`config.mk`:
```
export PLATFORM = sky130hd
export DESIGN_NAME = dm_arbiter_flat
export DESIGN_NICKNAME = d
export VERILOG_FILES = /design/src/rtl/dm_arbiter_pkg.sv /design/src/rtl/dm_arbiter_if.sv /design/src/rtl/dm_arbiter_rr_pick.sv /design/src/rtl/dm_arbiter.sv /design/src/flat_wrapper.sv
export SDC_FILE = /design/constraint.sdc
export NUM_CORES = 1
export LEC_CHECK = 0
export ABC_AREA = 1
export BUFFER_PORTS_ARGS = -buffer_cell sky130_fd_sc_hd__buf_2
export CORE_MARGIN = 2
export CORE_UTILIZATION = 42
export DETAILED_ROUTE_END_ITERATION = 6
export PLACE_DENSITY = 0.73
export SLEW_MARGIN = 20
export SYNTH_ARGS = -nofsm -noshare
export SYNTH_HDL_FRONTEND = slang
export SYNTH_SLANG_ARGS = --single-unit
export TNS_END_PERCENT = 100
```
`constraint.sdc`:
```
create_clock -name clk -period 1.2 [get_ports clk]
set_clock_uncertainty 0.05 [all_clocks]
set_input_delay 0.24 -clock clk [delete_from_list [all_inputs] [get_ports clk]]
set_output_delay 0.24 -clock clk [all_outputs]
set_load 0.03 [all_outputs]
```
`src/rtl/dm_arbiter_pkg.sv`:
```
// dm_arbiter_pkg: shared widths, FSM state codes and bus payload types for
// the two-requester data-memory arbiter.
// Optional build macro: ARB_FIXED_PRIO_EN (requester 0 always wins ties).
package dm_arbiter_pkg;

  localparam int unsigned AW  = 10;  // word address width (byte address [11:2])
  localparam int unsigned DW  = 32;  // data width
  localparam int unsigned BSW = 2;   // byte-select width

  typedef enum logic [1:0] {
    ST_IDLE = 2'd0,
    ST_ACC  = 2'd1,
    ST_ACK  = 2'd2
  } state_e;

  // One requester's access fields
  typedef struct packed {
    logic           we;
    logic [AW-1:0]  addr;
    logic [DW-1:0]  wdata;
    logic           bmode;
    logic [BSW-1:0] bsel;
  } req_t;

  // Memory control bundle driven during the access cycle
  typedef struct packed {
    logic [AW-1:0]  addr;
    logic [DW-1:0]  din;
    logic           we;
    logic           bmode;
    logic [BSW-1:0] bsel;
  } dm_cmd_t;

  function automatic dm_cmd_t to_cmd(input req_t r);
    return '{addr: r.addr, din: r.wdata, we: r.we, bmode: r.bmode, bsel: r.bsel};
  endfunction

endpackage

```
`src/rtl/dm_arbiter_if.sv`:
```
// dm_arbiter_if: requester-side and memory-side signals of the arbiter.
//   r0_*/r1_* : request fields in, ack/rdata out (per requester)
//   dm_*      : memory controls out, dm_dout in
//   busy, gnt_id : status out
// Modport slave is the arbiter view; master is the requester/memory view.
interface dm_arbiter_if;
  import dm_arbiter_pkg::*;

  logic           r0_req, r0_we, r0_bmode, r0_ack;
  logic [AW-1:0]  r0_addr;
  logic [DW-1:0]  r0_wdata, r0_rdata;
  logic [BSW-1:0] r0_bsel;

  logic           r1_req, r1_we, r1_bmode, r1_ack;
  logic [AW-1:0]  r1_addr;
  logic [DW-1:0]  r1_wdata, r1_rdata;
  logic [BSW-1:0] r1_bsel;

  logic [AW-1:0]  dm_addr;
  logic [DW-1:0]  dm_din, dm_dout;
  logic           dm_we, dm_bmode;
  logic [BSW-1:0] dm_bsel;

  logic           busy, gnt_id;

  modport slave (
    input  r0_req, r0_we, r0_addr, r0_wdata, r0_bmode, r0_bsel,
    input  r1_req, r1_we, r1_addr, r1_wdata, r1_bmode, r1_bsel,
    input  dm_dout,
    output r0_ack, r0_rdata, r1_ack, r1_rdata,
    output dm_addr, dm_din, dm_we, dm_bmode, dm_bsel,
    output busy, gnt_id
  );

  modport master (
    output r0_req, r0_we, r0_addr, r0_wdata, r0_bmode, r0_bsel,
    output r1_req, r1_we, r1_addr, r1_wdata, r1_bmode, r1_bsel,
    output dm_dout,
    input  r0_ack, r0_rdata, r1_ack, r1_rdata,
    input  dm_addr, dm_din, dm_we, dm_bmode, dm_bsel,
    input  busy, gnt_id
  );

endinterface

```
`src/rtl/dm_arbiter_rr_pick.sv`:
```
// dm_arbiter_rr_pick: combinational 2-way picker.
//   i_req     : request vector {r1, r0}
//   i_ptr     : favoured requester on a tie (absent under ARB_FIXED_PRIO_EN)
//   o_gnt_c   : picked requester id
//   o_valid_c : any request present
// Under ARB_FIXED_PRIO_EN requester 0 always wins a tie.
module dm_arbiter_rr_pick (
  input  logic [1:0] i_req,
`ifndef ARB_FIXED_PRIO_EN
  input  logic       i_ptr,
`endif
  output logic       o_gnt_c,
  output logic       o_valid_c
);

  assign o_valid_c = |i_req;

`ifdef ARB_FIXED_PRIO_EN
  assign o_gnt_c = ~i_req[0];
`else
  // Tie goes to the pointer; otherwise the lone requester
  assign o_gnt_c = (&i_req) ? i_ptr : i_req[1];
`endif

endmodule

```
`src/rtl/dm_arbiter.sv`:
```
// dm_arbiter: shares the single-port data memory between the CPU load/store
// path (requester 0) and the debug/DMA loader (requester 1).
// Each access runs IDLE -> ACC -> ACK; ties alternate round-robin unless
// ARB_FIXED_PRIO_EN is defined (requester 0 then always wins).
//   clk    : system clock
//   rst    : asynchronous active-low reset
//   io_bus : dm_arbiter_if.slave (requester handshakes, memory controls, status)
module dm_arbiter
  import dm_arbiter_pkg::*;
(
  input logic         clk,
  input logic         rst,
  dm_arbiter_if.slave io_bus
);

  state_e        r_state, w_state_nxt;
  logic          r_gnt_id, w_gnt_nxt;
  dm_cmd_t       r_dm, w_dm_nxt;
  logic          r_ack0, r_ack1, w_ack0_nxt, w_ack1_nxt;
  logic [DW-1:0] r_rdata0, r_rdata1, w_rdata0_nxt, w_rdata1_nxt;
  logic          r_busy, w_busy_nxt;
  req_t          w_req0, w_req1;
  logic          w_pick_gnt, w_pick_valid;

  assign w_req0 = '{we: io_bus.r0_we, addr: io_bus.r0_addr, wdata: io_bus.r0_wdata,
                    bmode: io_bus.r0_bmode, bsel: io_bus.r0_bsel};
  assign w_req1 = '{we: io_bus.r1_we, addr: io_bus.r1_addr, wdata: io_bus.r1_wdata,
                    bmode: io_bus.r1_bmode, bsel: io_bus.r1_bsel};

`ifdef ARB_FIXED_PRIO_EN
  dm_arbiter_rr_pick u_pick (
    .i_req     ({io_bus.r1_req, io_bus.r0_req}),
    .o_gnt_c   (w_pick_gnt),
    .o_valid_c (w_pick_valid)
  );
`else
  logic r_rr_ptr, w_rr_nxt;

  dm_arbiter_rr_pick u_pick (
    .i_req     ({io_bus.r1_req, io_bus.r0_req}),
    .i_ptr     (r_rr_ptr),
    .o_gnt_c   (w_pick_gnt),
    .o_valid_c (w_pick_valid)
  );

  // Tie-break pointer: favours the requester not served last
  always_ff @(posedge clk or negedge rst) begin
    if (!rst) r_rr_ptr <= 1'b0;
    else      r_rr_ptr <= w_rr_nxt;
  end
`endif

  // State and registered outputs; reset aborts any access in flight
  always_ff @(posedge clk or negedge rst) begin
    if (!rst) begin
      r_state  <= ST_IDLE;
      r_gnt_id <= 1'b0;
      r_dm     <= '0;
      r_ack0   <= 1'b0;
      r_ack1   <= 1'b0;
      r_rdata0 <= '0;
      r_rdata1 <= '0;
      r_busy   <= 1'b0;
    end else begin
      r_state  <= w_state_nxt;
      r_gnt_id <= w_gnt_nxt;
      r_dm     <= w_dm_nxt;
      r_ack0   <= w_ack0_nxt;
      r_ack1   <= w_ack1_nxt;
      r_rdata0 <= w_rdata0_nxt;
      r_rdata1 <= w_rdata1_nxt;
      r_busy   <= w_busy_nxt;
    end
  end

  // Next state; memory controls are loaded on entry to ACC and cleared on exit
  always_comb begin
    w_state_nxt  = r_state;
    w_gnt_nxt    = r_gnt_id;
    w_dm_nxt     = '0;
    w_ack0_nxt   = 1'b0;
    w_ack1_nxt   = 1'b0;
    w_rdata0_nxt = r_rdata0;
    w_rdata1_nxt = r_rdata1;
`ifndef ARB_FIXED_PRIO_EN
    w_rr_nxt     = r_rr_ptr;
`endif
    case (r_state)
      ST_IDLE: begin
        if (w_pick_valid) begin
          w_gnt_nxt   = w_pick_gnt;
          w_state_nxt = ST_ACC;
          w_dm_nxt    = w_pick_gnt ? to_cmd(w_req1) : to_cmd(w_req0);
        end
      end
      ST_ACC: begin
        w_state_nxt = ST_ACK;
        w_ack0_nxt  = ~r_gnt_id;
        w_ack1_nxt  = r_gnt_id;
        // Read data is captured only into the granted requester's register
        if (!r_dm.we) begin
          if (r_gnt_id) w_rdata1_nxt = io_bus.dm_dout;
          else          w_rdata0_nxt = io_bus.dm_dout;
        end
      end
      ST_ACK: begin
        w_state_nxt = ST_IDLE;
`ifndef ARB_FIXED_PRIO_EN
        w_rr_nxt    = ~r_gnt_id;
`endif
      end
      default: w_state_nxt = ST_IDLE;
    endcase
    w_busy_nxt = (w_state_nxt != ST_IDLE);
  end

  assign io_bus.dm_addr  = r_dm.addr;
  assign io_bus.dm_din   = r_dm.din;
  assign io_bus.dm_we    = r_dm.we;
  assign io_bus.dm_bmode = r_dm.bmode;
  assign io_bus.dm_bsel  = r_dm.bsel;
  assign io_bus.r0_ack   = r_ack0;
  assign io_bus.r1_ack   = r_ack1;
  assign io_bus.r0_rdata = r_rdata0;
  assign io_bus.r1_rdata = r_rdata1;
  assign io_bus.busy     = r_busy;
  assign io_bus.gnt_id   = r_gnt_id;

endmodule
```
`src/flat_wrapper.sv`:
```
// flat-port wrapper written by rule: the top's interface ports become plain ports
module dm_arbiter_flat import dm_arbiter_pkg::*;
  (clk, rst, io_bus_r0_req, io_bus_r0_we, io_bus_r0_addr, io_bus_r0_wdata, io_bus_r0_bmode, io_bus_r0_bsel, io_bus_r1_req, io_bus_r1_we, io_bus_r1_addr, io_bus_r1_wdata, io_bus_r1_bmode, io_bus_r1_bsel, io_bus_dm_dout, io_bus_r0_ack, io_bus_r0_rdata, io_bus_r1_ack, io_bus_r1_rdata, io_bus_dm_addr, io_bus_dm_din, io_bus_dm_we, io_bus_dm_bmode, io_bus_dm_bsel, io_bus_busy, io_bus_gnt_id);
  dm_arbiter_if io_bus_i ();
  input logic clk;
  input logic rst;
  input wire logic [$bits(io_bus_i.r0_req)-1:0] io_bus_r0_req;
  input wire logic [$bits(io_bus_i.r0_we)-1:0] io_bus_r0_we;
  input wire logic [$bits(io_bus_i.r0_addr)-1:0] io_bus_r0_addr;
  input wire logic [$bits(io_bus_i.r0_wdata)-1:0] io_bus_r0_wdata;
  input wire logic [$bits(io_bus_i.r0_bmode)-1:0] io_bus_r0_bmode;
  input wire logic [$bits(io_bus_i.r0_bsel)-1:0] io_bus_r0_bsel;
  input wire logic [$bits(io_bus_i.r1_req)-1:0] io_bus_r1_req;
  input wire logic [$bits(io_bus_i.r1_we)-1:0] io_bus_r1_we;
  input wire logic [$bits(io_bus_i.r1_addr)-1:0] io_bus_r1_addr;
  input wire logic [$bits(io_bus_i.r1_wdata)-1:0] io_bus_r1_wdata;
  input wire logic [$bits(io_bus_i.r1_bmode)-1:0] io_bus_r1_bmode;
  input wire logic [$bits(io_bus_i.r1_bsel)-1:0] io_bus_r1_bsel;
  input wire logic [$bits(io_bus_i.dm_dout)-1:0] io_bus_dm_dout;
  output wire logic [$bits(io_bus_i.r0_ack)-1:0] io_bus_r0_ack;
  output wire logic [$bits(io_bus_i.r0_rdata)-1:0] io_bus_r0_rdata;
  output wire logic [$bits(io_bus_i.r1_ack)-1:0] io_bus_r1_ack;
  output wire logic [$bits(io_bus_i.r1_rdata)-1:0] io_bus_r1_rdata;
  output wire logic [$bits(io_bus_i.dm_addr)-1:0] io_bus_dm_addr;
  output wire logic [$bits(io_bus_i.dm_din)-1:0] io_bus_dm_din;
  output wire logic [$bits(io_bus_i.dm_we)-1:0] io_bus_dm_we;
  output wire logic [$bits(io_bus_i.dm_bmode)-1:0] io_bus_dm_bmode;
  output wire logic [$bits(io_bus_i.dm_bsel)-1:0] io_bus_dm_bsel;
  output wire logic [$bits(io_bus_i.busy)-1:0] io_bus_busy;
  output wire logic [$bits(io_bus_i.gnt_id)-1:0] io_bus_gnt_id;
  assign io_bus_i.r0_req = io_bus_r0_req;
  assign io_bus_i.r0_we = io_bus_r0_we;
  assign io_bus_i.r0_addr = io_bus_r0_addr;
  assign io_bus_i.r0_wdata = io_bus_r0_wdata;
  assign io_bus_i.r0_bmode = io_bus_r0_bmode;
  assign io_bus_i.r0_bsel = io_bus_r0_bsel;
  assign io_bus_i.r1_req = io_bus_r1_req;
  assign io_bus_i.r1_we = io_bus_r1_we;
  assign io_bus_i.r1_addr = io_bus_r1_addr;
  assign io_bus_i.r1_wdata = io_bus_r1_wdata;
  assign io_bus_i.r1_bmode = io_bus_r1_bmode;
  assign io_bus_i.r1_bsel = io_bus_r1_bsel;
  assign io_bus_i.dm_dout = io_bus_dm_dout;
  assign io_bus_r0_ack = io_bus_i.r0_ack;
  assign io_bus_r0_rdata = io_bus_i.r0_rdata;
  assign io_bus_r1_ack = io_bus_i.r1_ack;
  assign io_bus_r1_rdata = io_bus_i.r1_rdata;
  assign io_bus_dm_addr = io_bus_i.dm_addr;
  assign io_bus_dm_din = io_bus_i.dm_din;
  assign io_bus_dm_we = io_bus_i.dm_we;
  assign io_bus_dm_bmode = io_bus_i.dm_bmode;
  assign io_bus_dm_bsel = io_bus_i.dm_bsel;
  assign io_bus_busy = io_bus_i.busy;
  assign io_bus_gnt_id = io_bus_i.gnt_id;
  dm_arbiter u_core (.clk(clk), .rst(rst), .io_bus(io_bus_i));
endmodule
```
Yosys cells after proc, flatten, opt, wreduce, memory -nomap -nowiden
Index checks and enable logic that the tools add are counted.
W data, S select, Z words.

operators by class
  bitwise logic cells = 2
  $mul = 0
  add/sub/neg operators = 0
  reduce and logical (&&, ||, !) cells = 7
  eq/ne operators = 2
  order comparisons = 0
  shift-type cells = 0
  div/mod/pow operators = 0
  mux-type cells = 8

operator list
  operator              count
  $mux W46              3
  $reduce_and A3 Y1     2
  $pmux W2 S2           1
  $reduce_and A2 Y1     2
  $mux W1               3
  $eq A2 B1 Y1 const B  1
  $eq A2 B2 Y1 const B  1
  $logic_not A2 Y1      1
  $mux W2               1
  $not A1 Y1            2
  $reduce_bool A2 Y1    1
  $reduce_or A2 Y1      1

word-level totals
  memory bits (writable) = 0
  bits in registers = 117
  bits in read-only memories = 0
  output and inout port bits = 114
  memories kept = 0
  bits in latches = 0

Longest topological paths before layout
  depth after elaboration = 5
  depth in mapped cells = 7

Hierarchy
Synthesis repeated with hierarchy kept, for this count alone.

unflattened totals
  cells, all modules = 509
  area total of the unflattened synthesis = 4683.2 sq um

modules (own cells, without submodules)
  module              times used  cells an instance  seq. area each (sq um)  area an instance (sq um)
  dm_arbiter          1           504                2927.8                  4660.7
  dm_arbiter_rr_pick  1           5                  0.0                     22.5

Least setup slack after synthesis
OpenSTA, ideal clock, no wires.

  path kind = register to register
  start point = register u_core.r_gnt_id, in the netlist u_core.io_bus.gnt_id
  end point = register u_core.r_rdata1[10], in the netlist u_core.io_bus.r1_rdata[10]
  data arrival time = 1.158 ns
  path slack = -0.126 ns
  cell stages (with the launch flop) = 6
  path buffers = 2
  clock period less this slack = 1.326 ns
  required time = 1.032 ns
  cells stage by stage = dfrtp_1 buf_2 nand3_1 buf_2 nand2_1 nand2_1

on the way
  cells in the longest elaborated chain, start to end = 1

ends and longest elaborated chain
  element                             line              RTL
  start: declaration                  dm_arbiter.sv:17  logic r_gnt_id, w_gnt_nxt;
  start signal: assignment            dm_arbiter.sv:66  r_gnt_id <= w_gnt_nxt;
  $reduce_and A3 Y1 (no source line)  -
  end signal: assignment              dm_arbiter.sv:71  r_rdata1 <= w_rdata1_nxt;
  end: declaration                    dm_arbiter.sv:20  logic [DW-1:0] r_rdata0, r_rdata1, w_rdata0_nxt, w_rdata1_nxt;

Every way passes these cells.
A chain may end at the register's enable or synchronous reset.

Worst setup path after layout
  start point = register u_core.r_gnt_id, in the netlist u_core.io_bus.gnt_id
  end point = register u_core.r_rdata0[1], in the netlist u_core.io_bus.r0_rdata[1]

on the way
  cells in the longest elaborated chain, start to end = 2

ends and longest elaborated chain
  element                             line              RTL
  $not A1 Y1                          -
  $reduce_and A3 Y1 (no source line)  -
  end signal: assignment              dm_arbiter.sv:70  r_rdata0 <= w_rdata0_nxt;
  end: declaration                    dm_arbiter.sv:20

Every way passes these cells.

==> qor.yml <==
sta:
  period_minus_slack_ns: 1.41
  hold_viol: 1
  setup_slack_ns: -0.206
  hold_ws_ns: -0.00454
  slew_violations: 0
  slew_headroom: 0.800
  finalSetupViolations: 219
  finalSetupTns_ns: -13.08
  worst_pin_slew_ns: 0.301
  fin_crit_sh: 1.17
  fmax_mhz: 711
  rsz0062_at_grt: "yes"
worst_setup_path:
  timing.rr.start: "u_core.io_bus.gnt_id$_DFFE_PN0P_"
  critPathTopFamily: "buffers and inverters"
  timing.critical_path.buf_inv: 3
  cpPeakStageDelay_ns: 0.42
  cp_slowest_cell: "dfrtp_2"
  start_kind: "register"
  critPathMaxFanout: 8
  cp.required_ns: 1.44
  crit_start: "u_core.io_bus.gnt_id$_DFFE_PN0P_"
  worstSetupEndpointType: "register"
  crit_type: "register to register"
  cp_cell_sequence: "buf_6, nor2_4, nand2_4, buf_12, buf_16, nand2_2, nand2_1"
  crit_arrival_ns: 1.65
clocking:
  cts_tree: "built"
  clk-insertion-delay-late_ns: 0.41
  cts_buffers: 17
  clk_pin_slew_ns: 0.06
  htree_levels: 4
  clk_path_buf_depth: 2
  clkSinkCount: 117
  root_buffer: "clkbuf_16"
cells_and_area:
  final_cells: 1107
  drive_above_1_share: 0.511
  fill_cells: 665
  area_growth_pct: 88.5
  diodes: 0
  postLayoutCoreUtil: 0.807
  stdcell_area_um2: 9660
  layout.nets: 1075
logic_synthesis:
  synth_seq_cells: 117
  seq_area_frac_synth: 0.572
  synth_top_family_by_area: "simple AND/OR/NAND/NOR gates"
  async_flop_share: 1.00
  ys.flop_type: "dfrtp_1"
  synthTopCellsByArea: "dfrtp_1 (57%), nand2_1 (13%), nand3_1 (7.7%), a21oi_1 (4.5%), nand4_1 (3.9%)"
  ys_warn_count: 0
  avgSynthCellArea_um2: 8.32
  synth_largest_area_cell: "dfrtp_1"
  synth-xor-area-share: 0
  post-synth-top-area-fraction: 0.572
  synth_nets: 744
  synth_simple_gate_area_frac: 0.291
  syn_area_um2: 5120
  synth-compound-area-share: 0.0469
  synthMuxAreaShare: 0
  postSynthCellCount: 616
  synth-edff-count: 0
  synthAdderAreaFrac: 0
  synth_cell_types: 15
hold_path:
  min_path_type: "input port to register"
  hold_path.startpoint: "io_bus_r0_wdata[27]"
global_routing:
  grtUsageMet2: 0.450
  top_usage_layer: "met2"
  use_met3: 0.0847
  grt_pass1_wl_um: 26400
  antenna_found_initial: 1
  first_global_vias: 5432
  grt_max_degree: 50
  grt_util_all_layers: 0.263
  grtUsageMet1: 0.301
  grt.overflow.total: 0
die:
  io_pins: 242
  fp-row-count: 40
  dieArea_um2: 13100
  core_um2: 12000
  dieHeight_um: 114
  start_util: 0.428
  die_w_um: 114
place:
  place_congestion: 0.824
  dpl_worst_slack_ns: -0.0920
  place_inst: 982
  hpwl_um: 9920
  port_buffers: 241
  placed_area_um2: 6610
detailed_routing:
  vias_per_cell: 5.32
  first_iter_violations: 515
  wl_per_cell_um: 19.2
  dr_total_vias: 5887
  drc_errors: 0
  drt-total-wl_um: 21200
  postRouteAntennaNets: 0
  first_pass_iters: 5
run_status:
  outcome: "finished with violations"
  failed_checks: "negative hold slack, negative setup slack"
power:
  peakVddDrop_v: 0.00118
  power_leakage_nw: 5.11
  power.density_nw_per_um2: 3100
run:
  maxCapViolCount: 0
==> registers in the layout (all words and copies together) (netlist names), 2 cells and up <==
register	cells
u_core.io_bus.r1_rdata	32
u_core.io_bus.dm_addr	10
u_core.io_bus.r0_rdata	32
u_core.r_state	2
u_core.io_bus.dm_bsel	2
u_core.io_bus.dm_din	32
==> stage by stage <==
step | hold slack [ns] | power (mW)
after detailed placement | 0.0820 | 16.5
after CTS | 0.0000988 | 26.2
after floorplan | -0.106 | 13.2
after global placement | 0.0805 | 16.4
after global routing | -0.0102 | 31.1
final | -0.00454 | 29.9
==> per-layer routing <==
metal	wire length, um	share of wire
met1	7430	0.35
met2	11200	0.53
met3	1840	0.087
met4	787	0.037
met5	13	0.00061
==> placed cells by master (no fill, tap or decap) <==
cell / n
nand2_1: 117
nand4_1: 32
inv_2: 4
clkinvlp_4: 1
nand3_2: 6
a21oi_1: 41
nor2_1: 21
clkinv_2: 7
buf_6: 122
clkbuf_1: 3
o21ai_1: 1
dfrtp_1: 115
bufbuf_16: 1
nand3_4: 1
buf_8: 4
nand2_2: 24
nor2_4: 11
buf_16: 5
inv_1: 50
o21ai_0: 1
buf_2: 126
buf_12: 17
nor2_2: 21
dfrtp_2: 2
clkbuf_8: 1
nand3_1: 72
nand2_4: 43
buf_4: 59
clkbuf_16: 28
dlygate4sd3_1: 16
bufinv_16: 3
a21oi_2: 5
==> synthesized netlist by cell type (2+ instances only) <==
cell type  number
nand2_1       184
dfrtp_1       117
nand3_1        79
inv_1          53
nor2_1         52
a21oi_1        46
nand4_1        32
buf_2          30
clkbuf_1        9
buf_4           4
buf_1           3
buf_6           3
o21ai_0         2
==> power breakdown <==
| part | switching [mW] | total [mW] | internal (mW) |
|---|---|---|---|
| Sequential | 1.35 | 7.04 | 5.69 |
| Clock | 1.79 | 5.08 | 3.29 |
| Combinational | 9.56 | 17.8 | 8.23 |
==> cell families (layout without fill, tap and decap cells) <==
group	count (synthesis)	count (layout)
flip-flops	117	117
buffers and inverters	103	447
AO/OA/AOI/OAI	48	48
AND/OR/NAND/NOR	348	348
==> what timing repair did <==
action	CTS	global route
pin swaps	5	95
hold endpoints to repair	131	1
endpoints found under the setup margin	185	228
hold buffers	15	1
buffers inserted	37	24
resized for setup	256	171
cloned	7	13
==> worst reg2reg max path, stage by stage (launching register included) <==
cell,delay (ns)
dfrtp_2,0.42
buf_6,0.13
nor2_4,0.17
nand2_4,0.10
buf_12,0.15
buf_16,0.15
nand2_2,0.06
nand2_1,0.07
==> path summary, 6_finish.rpt <==
path	end	depth (start not counted)	slack (ns)
max	u_core.io_bus.r0_rdata[1]$_DFFE_PN0P_	7	-0.21
min	u_core.io_bus.dm_din[27]$_DFF_PN0_	3	-0.005
max reg2reg	u_core.io_bus.r0_rdata[1]$_DFFE_PN0P_	7	-0.21
min reg2reg	u_core.io_bus.r0_rdata[26]$_DFFE_PN0P_	2	0.44
max in group asynchronous	u_core.io_bus.dm_addr[3]$_DFF_PN0_	3	0.32
min in group asynchronous	u_core.io_bus.r1_rdata[11]$_DFFE_PN0P_	2	0.22
==> area by class of cell <==
type	count	area, um^2	share of cell area
Timing Repair Buffer	361	3450	0.358
Sequential cell	117	2930	0.303
Multi-Input combinational cell	396	2300	0.239
Clock buffer	21	450	0.0466
Inverter	54	203	0.0210
Tap cell	147	184	0.0190
Clock inverter	11	133	0.0137
No activity file was read; power rests on OpenSTA's default activity.
